$ cat config.mk
export PLATFORM = sky130hd
export DESIGN_NAME = mem_arbiter
export DESIGN_NICKNAME = d
export VERILOG_FILES = /design/src/rtl/mem_arbiter.sv
export SDC_FILE = /design/constraint.sdc
export NUM_CORES = 1
export LEC_CHECK = 0
export CORE_MARGIN = 3
export CORE_UTILIZATION = 45
export DETAILED_ROUTE_END_ITERATION = 12
export HOLD_SLACK_MARGIN = 0.02
export PLACE_DENSITY = 0.87
export SYNTH_ARGS = -nofsm -noshare
export SYNTH_HDL_FRONTEND = slang
export SYNTH_SLANG_ARGS = --single-unit
$ cat constraint.sdc
create_clock -name clk -period 2.9 [get_ports clk]
set_input_delay 0.435 -clock clk [delete_from_list [all_inputs] [get_ports clk]]
set_output_delay 0.435 -clock clk [all_outputs]
set_load 0.02 [all_outputs]
$ cat src/rtl/mem_arbiter.sv
// mem_arbiter: shares one single-port memory between two requesters.
// Port 0 is the page-table walker, port 1 a second client (fetch/load).
// One transaction is in flight at a time; ties are broken round-robin, and
// a memory response that never arrives is turned into an error response
// after TIMEOUT_CYCLES cycles (0 disables the timeout).
//
// Ports:
//   clk, rst                      clock, synchronous active-high reset
//   reqN_valid_i/ready_o/addr_i   request channel of port N (N = 0, 1)
//   respN_valid_o/ready_i         response channel of port N
//   resp_data_o, resp_err_o       shared response payload (err => data 0)
//   mem_req_valid_o/ready_i       memory request channel, addr on mem_addr_o
//   mem_resp_valid_i/ready_o      memory response channel, data on mem_data_i
module mem_arbiter #(
  parameter int ADDR_W         = 32,
  parameter int DATA_W         = 32,
  parameter int TIMEOUT_CYCLES = 64
) (
  input  logic              clk,
  input  logic              rst,
  input  logic              req0_valid_i,
  output logic              req0_ready_o,
  input  logic [ADDR_W-1:0] req0_addr_i,
  input  logic              req1_valid_i,
  output logic              req1_ready_o,
  input  logic [ADDR_W-1:0] req1_addr_i,
  output logic              resp0_valid_o,
  input  logic              resp0_ready_i,
  output logic              resp1_valid_o,
  input  logic              resp1_ready_i,
  output logic [DATA_W-1:0] resp_data_o,
  output logic              resp_err_o,
  output logic              mem_req_valid_o,
  input  logic              mem_req_ready_i,
  output logic [ADDR_W-1:0] mem_addr_o,
  input  logic              mem_resp_valid_i,
  output logic              mem_resp_ready_o,
  input  logic [DATA_W-1:0] mem_data_i
);

  localparam int CNT_W = (TIMEOUT_CYCLES < 2) ? 1 : $clog2(TIMEOUT_CYCLES + 1);
  localparam logic [CNT_W-1:0] CNT_LIMIT = CNT_W'(TIMEOUT_CYCLES);

  typedef enum logic [1:0] {IDLE, ISSUE, WAIT_RESP, RESP} state_t;

  state_t            state_q, state_d;
  logic [ADDR_W-1:0] addr_q, addr_d;
  logic [DATA_W-1:0] data_q, data_d;
  logic [CNT_W-1:0]  cnt_q, cnt_d;
  logic              owner_q, owner_d;
  logic              last_q, last_d;
  logic              stale_q, stale_d;
  logic              err_q, err_d;
  logic              grant0, grant1;

  // A lone requester always wins; on a tie the port that was not granted
  // last time wins.
  always_comb begin
    grant0 = req0_valid_i && (!req1_valid_i || last_q);
    grant1 = req1_valid_i && (!req0_valid_i || !last_q);
  end

  always_comb begin
    state_d          = state_q;
    addr_d           = addr_q;
    data_d           = data_q;
    cnt_d            = cnt_q;
    owner_d          = owner_q;
    last_d           = last_q;
    stale_d          = stale_q;
    err_d            = err_q;
    req0_ready_o     = 1'b0;
    req1_ready_o     = 1'b0;
    mem_req_valid_o  = 1'b0;
    mem_resp_ready_o = 1'b0;
    resp0_valid_o    = 1'b0;
    resp1_valid_o    = 1'b0;

    // After a timeout the memory still owes one response; swallow it
    // before any new request may be issued.
    if (stale_q && (state_q == IDLE || state_q == RESP)) begin
      mem_resp_ready_o = 1'b1;
      if (mem_resp_valid_i) stale_d = 1'b0;
    end

    case (state_q)
      IDLE: begin
        if (!stale_q) begin
          req0_ready_o = grant0;
          req1_ready_o = grant1;
          if (grant0 || grant1) begin
            addr_d  = grant1 ? req1_addr_i : req0_addr_i;
            owner_d = grant1;
            last_d  = grant1;
            state_d = ISSUE;
          end
        end
      end
      ISSUE: begin
        mem_req_valid_o = 1'b1;
        if (mem_req_ready_i) begin
          cnt_d   = '0;
          state_d = WAIT_RESP;
        end
      end
      WAIT_RESP: begin
        mem_resp_ready_o = 1'b1;
        if (mem_resp_valid_i) begin
          data_d  = mem_data_i;
          err_d   = 1'b0;
          state_d = RESP;
        end else begin
          cnt_d = cnt_q + CNT_W'(1);
          if (TIMEOUT_CYCLES != 0 && cnt_d == CNT_LIMIT) begin
            data_d  = '0;
            err_d   = 1'b1;
            stale_d = 1'b1;
            state_d = RESP;
          end
        end
      end
      RESP: begin
        resp0_valid_o = !owner_q;
        resp1_valid_o = owner_q;
        if (owner_q ? resp1_ready_i : resp0_ready_i) state_d = IDLE;
      end
      default: state_d = IDLE;
    endcase
  end

  always_ff @(posedge clk) begin
    if (rst) begin
      state_q <= IDLE;
      addr_q  <= '0;
      data_q  <= '0;
      cnt_q   <= '0;
      owner_q <= 1'b0;
      last_q  <= 1'b1;
      stale_q <= 1'b0;
      err_q   <= 1'b0;
    end else begin
      state_q <= state_d;
      addr_q  <= addr_d;
      data_q  <= data_d;
      cnt_q   <= cnt_d;
      owner_q <= owner_d;
      last_q  <= last_d;
      stale_q <= stale_d;
      err_q   <= err_d;
    end
  end

  assign mem_addr_o  = addr_q;
  assign resp_data_o = data_q;
  assign resp_err_o  = err_q;

endmodule

# [After elaboration in Yosys (flattened, before gate mapping)]
# Index checks and enable logic that the tools add are counted.
# Widths: inputs -> output; s select.
[word_totals] regBits=77 elab_cells=68 in_bits=104 out_inout_bits=71
[classes] bitwise=1 n_addsub=1 muxes=30 reduce_logical=18 n_eq_ne=10
[ops] op="$mux 32" n=3
[ops] op="$mux 1" n=17
[ops] op="$mux 7" n=2
[ops] op="$pmux 7 s2" n=1
[ops] op="$mux 2" n=6
[ops] op="$pmux 2 s4" n=1
[ops] op="$add 7x1->7 const B" n=1
[ops] op="$eq 7x7->1 const B" n=1
[ops] op="$ne 2x2->1 const B" n=3
[ops] op="$reduce_and 3->1" n=2
[ops] op="$reduce_and 5->1" n=1
[ops] op="$eq 2x2->1 const B" n=2
[ops] op="$logic_not 1->1" n=4
[ops] op="$logic_or 1x1->1" n=4
[ops] op="$ne 2x1->1 const B" n=2
[ops] op="$reduce_bool 2->1" n=2
[ops] op="$logic_and 1x1->1" n=3
[ops] op="$ne 3x3->1 const B" n=1
[ops] op="$eq 2x1->1 const B" n=1
[ops] op="$logic_not 2->1" n=1
[ops] op="$reduce_and 2->1" n=1
[ops] op="$not 1->1" n=1

# [Depth between registers and ports, before layout]
[logic_depth] ltp_word=7 ltp_mapped=8 ltp_nobuf=7

# [Worst setup path after synthesis]
# Ideal clock, no wire load.
[synth_path] path_type="register -> register" from="reg cnt_q[0]" to="reg data_q[10] (netlist: resp_data_o[10])" synth_period_minus_slack_ns=1.739 required_ns=2.743 n_path_buf=2 stages_incl_launch_ff=9 arrival_ns=1.581 setup_slack_ns=1.161 setup_ns=0.157 cell_sequence="dfxtp_1 ha_1 nand2_1 a311oi_1 o21a_1 or2_1 buf_6 buf_12 a311oi_2"
[synth_via] elab_chain_len=4
[synth_lines] item="start, declared" line="49" source="logic [CNT_W-1:0] cnt_q, cnt_d;"
[synth_lines] item="start signal, assigned" line="145" source="cnt_q <= cnt_d;"
[synth_lines] item="$add 7x1->7" line="113" source="cnt_d = cnt_q + CNT_W'(1);"
[synth_lines] item="$eq 7x7->1" line="114" source="if (TIMEOUT_CYCLES != 0 && cnt_d == CNT_LIMIT) begin"
[synth_lines] item="$reduce_bool 2->1 (no source line)"
[synth_lines] item="$reduce_and 2->1 (no source line)"
[synth_lines] item="end signal, assigned" line="144" source="data_q <= data_d;"
[synth_lines] item="end, declared" line="48" source="logic [DATA_W-1:0] data_q, data_d;"
# Every way passes these cells.
# A chain may end at the register's enable or synchronous reset.

# [Final worst setup path]
[layout_path] from="reg state_q[0]" to="out mem_resp_ready_o"
[layout_via] elab_chain_len=5
[layout_lines] item="start, declared" line="46" source="state_t state_q, state_d;"
[layout_lines] item="start signal, assigned" line="142" source="state_q <= state_d;"
[layout_lines] item="$eq 2x2->1 or $logic_not 2->1 (tied branches)" line="81" source="if (stale_q && (state_q == IDLE || state_q == RESP)) begin"
[layout_lines] item="$logic_or 1x1->1" line="81"
[layout_lines] item="$logic_and 1x1->1" line="81"
[layout_lines] item="$mux 1" line="81"
[layout_lines] item="$mux 1 *" line="86" source="case (state_q)"
[layout_lines] item="end, declared" line="37" source="output logic mem_resp_ready_o,"
# Mark *: on every way between the ends. The rest lies on a longest branch, timed or not.

==> results_dict.tcl <==
set metrics [dict create \
    status "finished clean" \
    tns_ps 0 \
    fin_crit_ps 2400 \
    cp_max_fo 4 \
    syn_area_per_cell_um2 9.43 \
    firstDrtPassIters 4 \
    place.gp.congestion 0.890 \
    via_count 3583 \
    cp_common_cell "inv_1" \
    die_w_um 96.9 \
    max_freq_ghz 0.417 \
    postCtsSetupBuffers 0 \
    ff2ff_setup_slack_ps 550 \
    syn_area_mm2 0.00372 \
    setup_viol 0 \
    fin_crit_sh_pct 82.6 \
    synth_nets 503 \
    maxCapViolCount 0 \
    drcViolationCount 0 \
    p_leak_uw 0.00197 \
    grt_max_degree 66 \
    antenna_found_initial 0 \
    clk_pin_slew_ps 80 \
    cts_root_buffer "clkbuf_8" \
    max_slew_margin_pct 53.8 \
    powerDensity_mw_per_mm2 744 \
    worst_pin_slew_ps 693 \
    finalMaxSlewViolations 0 \
    cp.arrival_ps 1960 \
    drt_first_iter_violations 167 \
    hold_viol_final 0 \
    async_flop_share_pct 0 \
    critPathMaxStageDelay_ps 650 \
    cts_resized 0 \
    wl_per_cell_um 16.5 \
    rsz0062_at_grt "no" \
    h-tree-depth 3 \
    clk_latency_ps 330 \
    worstSetupEndpointType "output pin" \
    drive_above_1_share_pct 10.8 \
    hpwl_um 8110 \
    area_growth_pct 54.5 \
    start_util_pct 47.1 \
    fillers 591 \
    synth_cells 394 \
    grt_pass1_wl_um 17700 \
    cp.required_ps 2470 \
    seq_area_frac_synth_pct 41.5 \
    core_area_mm2 0.00789 \
    ant_nets 0 \
    multiInputGateArea_mm2 0.00198 \
    cts_buffer_depth 2 \
    cts_tree "built" \
    synthTopCellsByArea "dfxtp_1 41%, a311oi_2 12%, mux2i_1 8.9%, a211oi_1 6.7%, a21oi_1 5.8%" \
    cp_slowest_cell "clkdlybuf4s50_1" \
    routed_wl_um 10900 \
    grt.overflow.total 0 \
    critPathTopFamily "buffers and inverters" \
    critPathBufInv 3 \
    die_y_um 96.9 \
    synth-main-ff-cell "dfxtp_1" \
    portBuffers 174 \
    p_total_uw 4270 \
    row_count 32 \
    synth_top_area_cell "dfxtp_1" \
    netlist.area_leader.share_pct 41.5 \
    path_cells "inv_1 -> ha_1 -> inv_1 -> a21o_1 -> clkdlybuf4s50_1" \
    ys_ff_latch 77 \
    regArea_mm2 0.00154 \
    grt_pass1_vias 3594 \
    worst_hold_path_type "flip-flop to flip-flop" \
    critical_path_class "flip-flop to output pin" \
    synth_cell_types 40 \
    ios 175 \
    cts_buffers 9 \
    critPathLaunchType "flip-flop" \
    track_usage_pct 22.7 \
    synth_edf_count 0 \
    vias_per_cell 5.45 \
    skew_ps 13.6 \
    insertedDiodeCount 0 \
    cts.sinks 77 \
    hold_buffers 0 \
    synth_warnings 0 \
    dieArea_mm2 0.00938 \
    final_nets 660 \
    ir_drop_mv 0.438 \
]
[cells in the final DEF (no fill, tap or decap), types with 8 or more instances in the layout]
cell	synthesis	routed
clkdlybuf4s50_1	0	173
dfxtp_1	77	77
a21oi_1	43	43
nor2_1	40	40
nand2_1	38	38
mux2i_1	33	33
a211oi_1	33	33
a311oi_2	30	30
clkbuf_8	0	13
o21ai_0	8	8
[cell families after synthesis]
family / after synthesis / share of synthesized area, %
multiplexers: 33 / 8.89
buffers and inverters: 40 / 5.66
flip-flops: 77 / 41.5
AND/OR/NAND/NOR: 110 / 13.4
AO/OA/AOI/OAI: 129 / 28.9
adder cells (fa/ha/maj): 5 / 1.68
[registers in the layout, summed over array words and instances (netlist names)]
name,count
cnt_q,7
last_q,1
mem_addr_o,32
owner_q,1
resp_data_o,32
resp_err_o,1
stale_q,1
state_q,2
[tightest hold or removal path: stages, from the launching register on]
cell	delay [ps]
dfxtp_1	310
nor2_1	90
a211oi_1	50
[final timing paths]
check / start / end / depth (start not counted)
setup / recovery: state_q[0] / mem_resp_ready_o / 5
hold / removal: mem_addr_o[13] / mem_addr_o[13] / 2
setup reg to reg: cnt_q[0] / resp_data_o[30] / 7
hold reg to reg: mem_addr_o[13] / mem_addr_o[13] / 2
[per-layer routing]
layer  share of wire, %  wire (µm)  GRT usage (%)  vias up
li1                   -          -              -     1789
met1                 39       4270           25.7     1686
met2                 55       5990           42.3       92
met3                3.8        408           4.18       16
met4                1.8        197           8.10        0
met5                  0          0              0        -
[cell usage after synthesis (5+ instances only)]
master    number
dfxtp_1       77
mux2i_1       33
a211oi_1      33
nand2_1       38
clkbuf_1      25
nor2_1        40
nand2b_1       5
ha_1           5
o21ai_0        8
inv_1          5
a311oi_2      30
a21oi_1       43
[metrics by stage]
step | setup WS, ps | hold WS (ps) | std cells | cell area (µm²) | util, %
after floorplan | 1160 | 445 | 394 | 3720 | -
after global placement | 536 | 486 | 642 | 5500 | 69.7
after detailed placement | 505 | 490 | 642 | 5500 | 69.7
after CTS | 484 | 501 | 658 | 5740 | 72.8
after global routing | 368 | 523 | 658 | 5740 | 72.8
final | 504 | 497 | 658 | 5740 | 72.8
[power by group]
part	switching [µW]	total (µW)	internal (µW)	leakage (µW)
Sequential	125	1400	1270	0.000630
Clock	372	950	578	0.000126
Combinational	1070	1920	847	0.00121
[final cells by class]
type | count | area share (%)
Tap cell | 102 | 2.22
Timing Repair Buffer | 181 | 31.8
Clock buffer | 13 | 3.12
Multi-Input combinational cell | 277 | 34.6
Inverter | 5 | 0.327
Clock inverter | 3 | 1.13
Sequential cell | 77 | 26.8
No activity file was read; power rests on OpenSTA's default activity.
